<file path="src/rtl/chronometer_ctrl_pkg.sv">
// Shared types and defaults for the chronometer controller slice.
package chrono_pkg;

    typedef enum logic [2:0] {
        IDLE  = 3'd0,
        CLEAR = 3'd1,
        RUN   = 3'd2,
        PAUSE = 3'd3,
        FULL  = 3'd4
    } state_t;

    localparam int CLEAR_CYCLES_DEF = 2;
    localparam int LAP_DEPTH_DEF    = 4;

    // Width needed to hold an entry count from 0 up to and including depth.
    function automatic int count_width(input int depth);
        return $clog2(depth + 1);
    endfunction

endpackage

</file>
<file path="src/rtl/chronometer_ctrl_if.sv">
// Lap read port: the controller owns the FIFO, a display/UART reader drains it.
interface chronometer_ctrl_if #(
    parameter int TIME_W  = 10,
    parameter int COUNT_W = chrono_pkg::count_width(chrono_pkg::LAP_DEPTH_DEF)
) ();

    logic               lap_rd;
    logic [TIME_W-1:0]  lap_data;
    logic               lap_empty;
    logic               lap_full;
    logic [COUNT_W-1:0] lap_count;
    logic               lap_drop;

    modport master (
        input  lap_rd,
        output lap_data,
        output lap_empty,
        output lap_full,
        output lap_count,
        output lap_drop
    );

    modport slave (
        output lap_rd,
        input  lap_data,
        input  lap_empty,
        input  lap_full,
        input  lap_count,
        input  lap_drop
    );

endinterface

</file>
<file path="src/rtl/chronometer_ctrl_lap_fifo.sv">
// Small circular lap buffer with first-word fall-through head and flush.
module lap_fifo #(
    parameter int WIDTH = 10,
    parameter int DEPTH = 4
) (
    input  logic                         clk,
    input  logic                         rst,
    input  logic                         push,
    input  logic                         pop,
    input  logic                         flush,
    input  logic [WIDTH-1:0]             din,
    output logic [WIDTH-1:0]             data,
    output logic                         empty,
    output logic                         full,
    output logic [$clog2(DEPTH+1)-1:0]   count
);

    localparam int PTR_W   = $clog2(DEPTH);
    localparam int COUNT_W = $clog2(DEPTH + 1);

    logic [WIDTH-1:0] mem [DEPTH];
    logic [PTR_W-1:0] wr_ptr;
    logic [PTR_W-1:0] rd_ptr;
    logic             do_push;
    logic             do_pop;

    // A pop frees the slot a simultaneous push needs, so full does not block it.
    always_comb begin
        empty   = (count == '0);
        full    = (count == COUNT_W'(DEPTH));
        do_pop  = pop && !empty;
        do_push = push && (!full || do_pop);
        data    = empty ? '0 : mem[rd_ptr];
    end

    // Pointer and occupancy bookkeeping; flush overrides any same-cycle push/pop.
    always_ff @(posedge clk) begin
        if (rst || flush) begin
            wr_ptr <= '0;
            rd_ptr <= '0;
            count  <= '0;
        end else begin
            if (do_push) wr_ptr <= wr_ptr + 1'b1;
            if (do_pop)  rd_ptr <= rd_ptr + 1'b1;
            case ({do_push, do_pop})
                2'b10:   count <= count + 1'b1;
                2'b01:   count <= count - 1'b1;
                default: count <= count;
            endcase
        end
    end

    // Storage write; contents need no reset since the head is masked when empty.
    always_ff @(posedge clk) begin
        if (!rst && !flush && do_push) mem[wr_ptr] <= din;
    end

endmodule

</file>
<file path="src/rtl/chronometer_ctrl.sv">
// Sequences one chronometer from start/stop and lap/reset button pulses.
//
//   state | meaning
//   ------+-----------------------------------------------------------
//   IDLE  | chronometer stopped, waiting for a start or a clear
//   CLEAR | chrono_reset held for CLEAR_CYCLES, then go to clear_target
//   RUN   | counting; lap pulses capture record_time into the FIFO
//   PAUSE | count held; start resumes without clearing
//   FULL  | terminal count reached; only a clear leaves this state
module chronometer_ctrl
    import chrono_pkg::*;
#(
    parameter int LIMIT_RECORD_TIMER = 1000,
    parameter int TIME_W             = $clog2(LIMIT_RECORD_TIMER),
    parameter int LAP_DEPTH          = LAP_DEPTH_DEF,
    parameter int CLEAR_CYCLES       = CLEAR_CYCLES_DEF
) (
    input  logic              clk,
    input  logic              rst,
    input  logic              start_stop,
    input  logic              lap_reset,
    input  logic [TIME_W-1:0] record_time,
    output logic              chrono_reset,
    output logic              chrono_enable,
    output logic              running,
    output logic              overflow,
    chronometer_ctrl_if.master lap
);

    localparam int                CLR_W    = (CLEAR_CYCLES > 1) ? $clog2(CLEAR_CYCLES) : 1;
    localparam logic [CLR_W-1:0]  CLR_LOAD = CLR_W'(CLEAR_CYCLES - 1);
    localparam logic [TIME_W-1:0] LIMIT_M1 = TIME_W'(LIMIT_RECORD_TIMER - 1);

    state_t            state;
    state_t            clear_target;
    logic [CLR_W-1:0]  clear_cnt;
    logic              fifo_push;
    logic              fifo_flush;

    // Lap capture only while running; a lap/reset pulse anywhere else except CLEAR is a clear.
    always_comb begin
        fifo_push  = (state == RUN) && lap_reset;
        fifo_flush = lap_reset && ((state == IDLE) || (state == PAUSE) || (state == FULL));
    end

    lap_fifo #(
        .WIDTH (TIME_W),
        .DEPTH (LAP_DEPTH)
    ) u_lap_fifo (
        .clk   (clk),
        .rst   (rst),
        .push  (fifo_push),
        .pop   (lap.lap_rd),
        .flush (fifo_flush),
        .din   (record_time),
        .data  (lap.lap_data),
        .empty (lap.lap_empty),
        .full  (lap.lap_full),
        .count (lap.lap_count)
    );

    // Controller FSM with all chronometer-facing outputs registered alongside the state.
    always_ff @(posedge clk) begin
        if (rst) begin
            state         <= IDLE;
            clear_target  <= IDLE;
            clear_cnt     <= '0;
            chrono_reset  <= 1'b0;
            chrono_enable <= 1'b0;
            running       <= 1'b0;
            overflow      <= 1'b0;
            lap.lap_drop  <= 1'b0;
        end else begin
            // A full FIFO only rejects the lap when no pop frees a slot that cycle.
            lap.lap_drop <= fifo_push && lap.lap_full && !lap.lap_rd;
            case (state)
                IDLE: begin
                    if (lap_reset) begin
                        state        <= CLEAR;
                        clear_target <= IDLE;
                        clear_cnt    <= CLR_LOAD;
                        chrono_reset <= 1'b1;
                    end else if (start_stop) begin
                        state        <= CLEAR;
                        clear_target <= RUN;
                        clear_cnt    <= CLR_LOAD;
                        chrono_reset <= 1'b1;
                    end
                end
                CLEAR: begin
                    if (clear_cnt == '0) begin
                        state         <= clear_target;
                        chrono_reset  <= 1'b0;
                        chrono_enable <= (clear_target == RUN);
                        running       <= (clear_target == RUN);
                    end else begin
                        clear_cnt <= clear_cnt - 1'b1;
                    end
                end
                RUN: begin
                    if (record_time >= LIMIT_M1) begin
                        state         <= FULL;
                        chrono_enable <= 1'b0;
                        running       <= 1'b0;
                        overflow      <= 1'b1;
                    end else if (start_stop) begin
                        state         <= PAUSE;
                        chrono_enable <= 1'b0;
                        running       <= 1'b0;
                    end
                end
                PAUSE: begin
                    if (lap_reset) begin
                        state        <= CLEAR;
                        clear_target <= IDLE;
                        clear_cnt    <= CLR_LOAD;
                        chrono_reset <= 1'b1;
                    end else if (start_stop) begin
                        state         <= RUN;
                        chrono_enable <= 1'b1;
                        running       <= 1'b1;
                    end
                end
                FULL: begin
                    if (lap_reset) begin
                        state        <= CLEAR;
                        clear_target <= IDLE;
                        clear_cnt    <= CLR_LOAD;
                        chrono_reset <= 1'b1;
                        overflow     <= 1'b0;
                    end
                end
                default: begin
                    state         <= IDLE;
                    chrono_reset  <= 1'b0;
                    chrono_enable <= 1'b0;
                    running       <= 1'b0;
                    overflow      <= 1'b0;
                end
            endcase
        end
    end

endmodule

</file>
<file path="src/flat_wrapper.sv">
// flat-port wrapper written by rule: the top's interface ports become plain ports
module chronometer_ctrl_flat import chrono_pkg::*;
#(
    parameter int LIMIT_RECORD_TIMER = 1000,
    parameter int TIME_W             = $clog2(LIMIT_RECORD_TIMER),
    parameter int LAP_DEPTH          = LAP_DEPTH_DEF,
    parameter int CLEAR_CYCLES       = CLEAR_CYCLES_DEF
)
  (clk, rst, start_stop, lap_reset, record_time, chrono_reset, chrono_enable, running, overflow, lap_lap_rd, lap_lap_data, lap_lap_empty, lap_lap_full, lap_lap_count, lap_lap_drop);
  chronometer_ctrl_if #(.TIME_W(TIME_W), .COUNT_W((3))) lap_i ();
  input  logic clk;
  input  logic rst;
  input  logic start_stop;
  input  logic lap_reset;
  input  logic [TIME_W-1:0] record_time;
  output logic chrono_reset;
  output logic chrono_enable;
  output logic running;
  output logic overflow;
  input wire logic [$bits(lap_i.lap_rd)-1:0] lap_lap_rd;
  output wire logic [$bits(lap_i.lap_data)-1:0] lap_lap_data;
  output wire logic [$bits(lap_i.lap_empty)-1:0] lap_lap_empty;
  output wire logic [$bits(lap_i.lap_full)-1:0] lap_lap_full;
  output wire logic [$bits(lap_i.lap_count)-1:0] lap_lap_count;
  output wire logic [$bits(lap_i.lap_drop)-1:0] lap_lap_drop;
  assign lap_i.lap_rd = lap_lap_rd;
  assign lap_lap_data = lap_i.lap_data;
  assign lap_lap_empty = lap_i.lap_empty;
  assign lap_lap_full = lap_i.lap_full;
  assign lap_lap_count = lap_i.lap_count;
  assign lap_lap_drop = lap_i.lap_drop;
  chronometer_ctrl #(.LIMIT_RECORD_TIMER(LIMIT_RECORD_TIMER), .TIME_W(TIME_W), .LAP_DEPTH(LAP_DEPTH), .CLEAR_CYCLES(CLEAR_CYCLES)) u_core (.clk(clk), .rst(rst), .start_stop(start_stop), .lap_reset(lap_reset), .record_time(record_time), .chrono_reset(chrono_reset), .chrono_enable(chrono_enable), .running(running), .overflow(overflow), .lap(lap_i));
endmodule
</file>
<file path="config.mk">
export PLATFORM = sky130hd
export DESIGN_NAME = chronometer_ctrl_flat
export DESIGN_NICKNAME = d
export VERILOG_FILES = /design/src/rtl/chronometer_ctrl_pkg.sv /design/src/rtl/chronometer_ctrl_if.sv /design/src/rtl/chronometer_ctrl_lap_fifo.sv /design/src/rtl/chronometer_ctrl.sv /design/src/flat_wrapper.sv
export SDC_FILE = /design/constraint.sdc
export NUM_CORES = 1
export LEC_CHECK = 0
export CAP_MARGIN = 20
export CORE_ASPECT_RATIO = 0.75
export CORE_MARGIN = 4
export CORE_UTILIZATION = 54
export DETAILED_ROUTE_END_ITERATION = 16
export GPL_ROUTABILITY_DRIVEN = 1
export HOLD_SLACK_MARGIN = 0.1
export PLACE_DENSITY = 0.79
export SLEW_MARGIN = 20
export SYNTH_ARGS = -nofsm -noshare
export SYNTH_HDL_FRONTEND = slang
export SYNTH_SLANG_ARGS = --single-unit
</file>
<file path="constraint.sdc">
create_clock -name clk -period 2.5 [get_ports clk]
set_clock_uncertainty 0.15 [all_clocks]
set_input_delay 0.25 -clock clk [delete_from_list [all_inputs] [get_ports clk]]
set_output_delay 0.25 -clock clk [all_outputs]
set_load 0.005 [all_outputs]
</file>
==> metrics.md, run 1 <==
| Metric | Value |
|---|---|
| Sink Count | 58 |
| Simple-gate share of the synthesized area | 13.5% |
| WL final | 5.36 mm |
| IO Pins | 35 |
| Post-synth EDFFs | 40 |
| Core footprint | 4570 um2 |
| Least-Margin Pin Slew | 0.332 ns |
| Vias in the first global route | 1772 |
| Main combinational cell family by area after synthesis | simple AND/OR/NAND/NOR gates |
| Yosys cell types | 54 |
| Antenna Violating Nets Remaining | 0 |
| Routability congestion estimate | 0.875 |
| Pwr/cell area | 608 nW/um2 |
| Initial antenna violation count | 0 |
| Post-synthesis cell area | 2620 um2 |
| Post-Synthesis Cells | 194 |
| Yosys warning count | 0 |
| CTS tree | yes |
| Synth Area in Compound Gates | 8.79% |
| Tmin final | 2.38 ns |
| Req. time, crit path | 2.10 ns |
| Most area-consuming cells after synthesis | edfxtp_1 (46%), dfxtp_1 (14%), mux4_2 (8.6%), and2_1 (2.9%), nor2_1 (2.6%) |
| Max_cap viols | 0 |
| Critical path arrival | 1.98 ns |
| Via-per-instance ratio | 5.70 |
| Routed length per instance | 17.5 um |
| Register bit total from synthesis | 58 |
| Die Wd | 88.4 um |
| Final hold vios | 0 |
| Mux share of post-synthesis cell area | 10.5% |
| Switching part of the total | 24.6% |
| Drt pass-1 iters | 4 |
| Post-synth ARST share | 0% |
| Row cnt | 21 |
| DIE HEIGHT | 68.3 um |
| Synth Flop Type | edfxtp_1 |
| Total CTS buffers | 9 |
| Vias post-DR | 1745 |
| Clk_lat worst skew | 0.34 ns |
| Dpl ws | 0.0822 ns |
| Leakage | 1.14 nW |
| Crit path setup slack, layout | 0.118 ns |
| Max Fclk | 420 MHz |
| CTS max path bufs | 2 |
| Pin count of the biggest net entering global routing | 14 |
| Worst vdd ir | 0.456 mV |
| Syn nets | 214 |
| DRT iter0 DRCs | 165 |
| Layout area overhead | 24.6% |
| Die area | 6040 um2 |
| Flop pwr share | 53.1% |
| Xor/xnor share of the synthesized area | 1.00% |
| CTS Root Cell | clkbuf_8 |
| Hold WC Path Type | flop to flop |
| Ant diodes | 0 |
| Worst Path Max Fanout | 10 |
| Layout cells sized above 1 | 19.7% |
| Drt drc | 0 |
| Max-Slew Margin vs Limit | 77.2% |
| Initial core utilization | 57.3% |
| H-tree depth | 3 |
| Sequential element share of the synthesized area | 59.6% |
| Clock power share | 35.7% |
| Mean Syn Cell Area | 13.5 um2 |
| Endpoints failing setup | 0 |
| CP endpoint kind | output pin |
| Setup TNS | 0 ns |
| Post-synthesis adder-cell area fraction | 2.68% |
| Max Slew Vio Count | 0 |
| RSZ-0062 raised after global routing | false |
| Post-CTS Hold Buffers | 0 |
| Share of Yosys cell area claimed by the top area cell type | 45.9% |
| Comb pwr share | 11.1% |
| First-pass GRT wire length | 8.57 mm |
| Global route total overflow | 0 |
| Setup slack, reg-to-reg | 0.19 ns |
| CP Launch Type | flop |
| DP Wirelength | 3.76 mm |
| Area leader, netlist | edfxtp_1 |
| Final period util | 95.3% |
| Worst-path clk slew | 0.07 ns |
| Pint | 0.00149 W |
| Status | finished, final reports clean |
| Port bufs | 34 |
| # nets final | 265 |
| Net Switching | 0.000488 W |
| Critical path class | flop to output pin |
| Global-route usage over all layers | 20.1% |
-- registers in the layout, summed over array words and instances (netlist names), named ones only --
register / count
u_core.u_lap_fifo.rd_ptr: 2
u_core.overflow: 1
u_core.clear_target: 1
u_core.lap.lap_drop: 1
u_core.chrono_enable: 1
u_core.u_lap_fifo.mem: 40
u_core.u_lap_fifo.count: 3
u_core.clear_cnt: 1
u_core.u_lap_fifo.wr_ptr: 2
u_core.state: 3
u_core.chrono_reset: 1
-- routing by layer --
layer  share of wire [%]  track usage, %
met5                   0               0
met4                0.71            9.06
met2                  48            32.3
met3                 7.0            7.58
met1                  44            24.4
-- per-stage QoR --
stage | power (W) | utilization [%] | instances | hold slack (ns) | cell area (um2)
2_1_floorplan | 0.00120 | - | 194 | 0.177 | 2620
3_3_place_gp | 0.00129 | 67.4 | 290 | 0.298 | 3080
3_5_place_dp | 0.00129 | 67.4 | 290 | 0.301 | 3080
4_1_cts | 0.00200 | 70.9 | 305 | 0.313 | 3240
5_1_grt | 0.00207 | 71.3 | 306 | 0.342 | 3260
6_report | 0.00198 | 71.3 | 306 | 0.308 | 3260
-- cells by family after synthesis --
logic type | count (synthesis)
flops | 58
xor+xnor | 3
fa+ha+maj | 5
mux | 15
buf+inv | 21
compound gates | 30
simple gates | 62
-- cell usage after synthesis, drive strengths merged, types with 2 or more instances --
master  instances
and2           12
o21ai           7
nand3           5
a311o           2
ha              4
nand2b          2
inv            10
nor2           18
nor2b           3
or3             2
clkbuf          2
buf             8
dfxtp          18
a21oi           3
nand2           3
and3            5
a31oi           5
xnor2           2
mux2i           5
edfxtp         40
nor3            3
mux4           10
-- cell type report --
| cell class | count | area (um2) |
|---|---|---|
| repair buffers | 50 | 473 |
| multi-input cells | 115 | 955 |
| clock buffers | 9 | 124 |
| clock inverters | 6 | 35.0 |
| flip-flops and latches | 58 | 1560 |
| fillers | 325 | 1310 |
| well taps | 57 | 71.3 |
| inverters | 11 | 41.3 |
-- path summary, 6_finish.rpt --
kind / startpoint / end / cells after the start
setup reg to reg: u_core.u_lap_fifo.count[2]$_SDFFE_PP0P_ / u_core.u_lap_fifo.count[2]$_SDFFE_PP0P_ / 8
setup / recovery: flop / lap_lap_data[8] / 4
hold reg to reg: u_core.chrono_reset$_SDFFE_PP0P_ / u_core.chrono_reset$_SDFFE_PP0P_ / 2
hold / removal: u_core.chrono_reset$_SDFFE_PP0P_ / u_core.chrono_reset$_SDFFE_PP0P_ / 2
-- critical path: stages, from the launching register on --
cell             delay, ns
dfxtp_1               0.36
buf_12                0.16
mux4_2                0.50
and2_1                0.17
clkdlybuf4s50_1       0.45
-- layout by cell type, fill, tap and decap left out, types with 6 or more instances in the layout --
cell             netlist  final
mux4_2                10     10
buf_4                  1     15
edfxtp_1              40     40
clkbuf_8               0      9
clkdlybuf4s50_1        0     34
nor2_1                18     18
inv_1                  9      9
dfxtp_1               18     17
and2_1                12     12
o21ai_0                6      6
-- power by group through the flow --
stage               clock network [W]  logic (W)  registers, W
floorplan                           0   0.000130       0.00107
global placement                    0   0.000213       0.00107
detailed placement                  0   0.000216       0.00107
CTS                          0.000730   0.000218       0.00105
global route                 0.000771   0.000243       0.00105
finish                       0.000709   0.000221       0.00105
-- repair_timing --
action / in CTS / in global routing
endpoints found under the hold margin: 0 / 0
setup endpoints to repair: 0 / 10
setup buffers: 0 / 1
gates resized for setup: 0 / 4
No activity file was read; power rests on OpenSTA's default activity.
==> run 2, diff against run 1 <==
- CORE_UTILIZATION: 54 -> 55
- DONT_BUFFER_PORTS: default -> 1
- PLACE_DENSITY: 0.79 -> 0.7
==> metrics.md, run 2 (synthesized netlist as in run 1, its figures left out) <==
| Metric | Value |
|---|---|
| Port bufs | 0 (was 34) |
| Vias in the first global route | 1787 (was 1772) |
| Critical path arrival | 2.35 ns (was 1.98 ns) |
| Least-Margin Pin Slew | 0.533 ns (was 0.332 ns) |
| Layout area overhead | 17.6% (was 24.6%) |
| Critical Path, Cell by Cell | or3_4, inv_2, nor2_2, nand2_1, fa_1, or3_1, a31oi_1, a21oi_1 (was buf_12, mux4_2, and2_1, clkdlybuf4s50_1) |
| Die area | 5940 um2 (was 6040 um2) |
| WL final | 5.71 mm (was 5.36 mm) |
| Initial antenna violation count | 0 (unchanged) |
| # nets final | 240 (was 265) |
| Post-CTS setup buffers | 0 (unchanged) |
| Via-per-instance ratio | 5.90 (was 5.70) |
| Setup TNS | 0 ns (unchanged) |
| Die Wd | 87.7 um (was 88.4 um) |
| Core footprint | 4520 um2 (was 4570 um2) |
| Max_cap viols | 0 (unchanged) |
| Leakage | 1.07 nW (was 1.14 nW) |
| Dpl cells | 252 (was 290) |
| First-pass GRT wire length | 9.26 mm (was 8.57 mm) |
| Hold WC Path Type | primary input to flop (was flop to flop) |
| Tmin final | 2.27 ns (was 2.38 ns) |
| Max Fclk | 440 MHz (was 420 MHz) |
| RSZ-0062 raised after global routing | false (unchanged) |
| Commonest non-fill, non-tap cell in the layout | edfxtp_1 (unchanged) |
| Drt drc | 0 (unchanged) |
| DRT iter0 DRCs | 107 (was 165) |
| Top flop regs | u_core.u_lap_fifo.mem (40), u_core.state (3), u_core.u_lap_fifo.count (3) (unchanged) |
| Most frequent cells in the layout | edfxtp_1 (40), dfxtp_1 (18), nor2_1 (17) (was edfxtp_1 (40), clkdlybuf4s50_1 (34), nor2_1 (18)) |
| CP Launch Type | flop (unchanged) |
| Global route total overflow | 0 (unchanged) |
| Vias post-DR | 1664 (was 1745) |
| Worst vdd ir | 0.519 mV (was 0.456 mV) |
| Ant diodes | 0 (unchanged) |
| Worst Path Max Fanout | 6 (was 10) |
| DP Wirelength | 3.75 mm (was 3.76 mm) |
| IO Pins | 35 (unchanged) |
| Max Slew Vio Count | 0 (unchanged) |
| CTS tree | yes (unchanged) |
| Max-Slew Margin vs Limit | 64.4% (was 77.2%) |
| Clk_lat worst skew | 0.34 ns (about the same) |
| Drt pass-1 iters | 4 (unchanged) |
| Final hold vios | 0 (unchanged) |
| Status | finished, final reports clean (unchanged) |
| Row cnt | 21 (unchanged) |
| Final period util | 91.0% (was 95.3%) |
| Critical path class | flop to flop (was flop to output pin) |
| Global-route usage over all layers | 21.8% (was 20.1%) |
| Antenna Violating Nets Remaining | 0 (unchanged) |
| CTS max path bufs | 2 (unchanged) |
| Total CTS buffers | 9 (unchanged) |
| Delay of the slowest critical-path stage | 0.46 ns (was 0.50 ns) |
| CP endpoint kind | flop (was output pin) |
| Largest Register | u_core.u_lap_fifo.mem (unchanged) |
| Pwr Total | 0.00221 W (was 0.00198 W) |
| Max FFs per register | 40 (unchanged) |
| Req. time, crit path | 2.58 ns (was 2.10 ns) |
| Routed length per instance | 20.2 um (was 17.5 um) |
| CTS Root Cell | clkbuf_8 (unchanged) |
| Routability congestion estimate | 0.924 (was 0.875) |
| Worst-path clk slew | 0.07 ns (about the same) |
| Initial core utilization | 57.9% (was 57.3%) |
| Slowest-stage cell, CP | dfxtp_1 (was mux4_2) |
| Pwr/cell area | 718 nW/um2 (was 608 nW/um2) |
| Endpoints failing setup | 0 (unchanged) |
| Non-Filler Instances | 282 (was 306) |
| Layout cells sized above 1 | 20.4% (was 19.7%) |
| H-tree depth | 3 (unchanged) |
| Sink Count | 58 (unchanged) |
| Final core occ | 68.2% (was 71.3%) |
| Pin count of the biggest net entering global routing | 16 (was 14) |
| DIE HEIGHT | 67.8 um (was 68.3 um) |
## run 2: cell type report
type                       count  area (um2)
inverter                      11        41.3
sequential                    58        1560
timing repair buffer          25         223
fill                         308        1440
clock buffer                   9         124
multi-input combinational    115         957
tap                           57        71.3
clock inverter                 7         103
## run 2: per-stage QoR
step | area (um2) | hold WS [ns] | worst slack, ns
4_1_cts | 3080 | 0.104 | 0.164
2_1_floorplan | 2620 | 0.177 | 0.360
3_5_place_dp | 2710 | 0.177 | 0.196
6_report | 3080 | 0.125 | 0.225
5_1_grt | 3080 | 0.138 | 0.0685
3_3_place_gp | 2710 | 0.180 | 0.291
## run 2: what timing repair did
item,in CTS,in global routing
endpoints found under the setup margin,0,1
gates resized for setup,0,1
hold buffers,14,0
endpoints found under the hold margin,52,0
## run 2: final timing paths
path	from	endpoint	slack, ns	depth (start not counted)
setup / recovery	u_core.u_lap_fifo.count[0]$_SDFFE_PP0P_	u_core.u_lap_fifo.count[2]$_SDFFE_PP0P_	0.23	8
hold / removal	lap_reset	u_core.clear_target[1]$_SDFFE_PP0P_	0.12	4
setup reg to reg	u_core.u_lap_fifo.count[0]$_SDFFE_PP0P_	u_core.u_lap_fifo.count[2]$_SDFFE_PP0P_	0.23	8
hold reg to reg	u_core.chrono_reset$_SDFFE_PP0P_	u_core.chrono_reset$_SDFFE_PP0P_	0.34	2
## run 2: power breakdown
| part | total, W | internal, W | leakage, nW | switching [W] |
|---|---|---|---|---|
| logic | 0.000194 | 0.0000856 | 0.456 | 0.000109 |
| registers | 0.00105 | 0.00104 | 0.506 | 0.0000124 |
| clock network | 0.000963 | 0.000568 | 0.110 | 0.000395 |
| total | 0.00221 | 0.00169 | 1.07 | 0.000516 |
## run 2: critical path: cells and delay by family, from the launching register on
| family | cells | cell delay, ns |
|---|---|---|
| AO/OA/AOI/OAI | 2 | 0.26 |
| adder cells (fa/ha/maj) | 1 | 0.42 |
| buffers and inverters | 1 | 0.04 |
| flip-flops | 1 | 0.46 |
| AND/OR/NAND/NOR | 4 | 0.82 |
## run 2: layer usage
metal	part of all wire, %	track usage [%]	up-vias
met5	0	0	-
met2	49	35.8	58
met3	8.2	8.90	7
met4	1.1	6.32	0
li1	-	-	780
met1	42	26.7	819
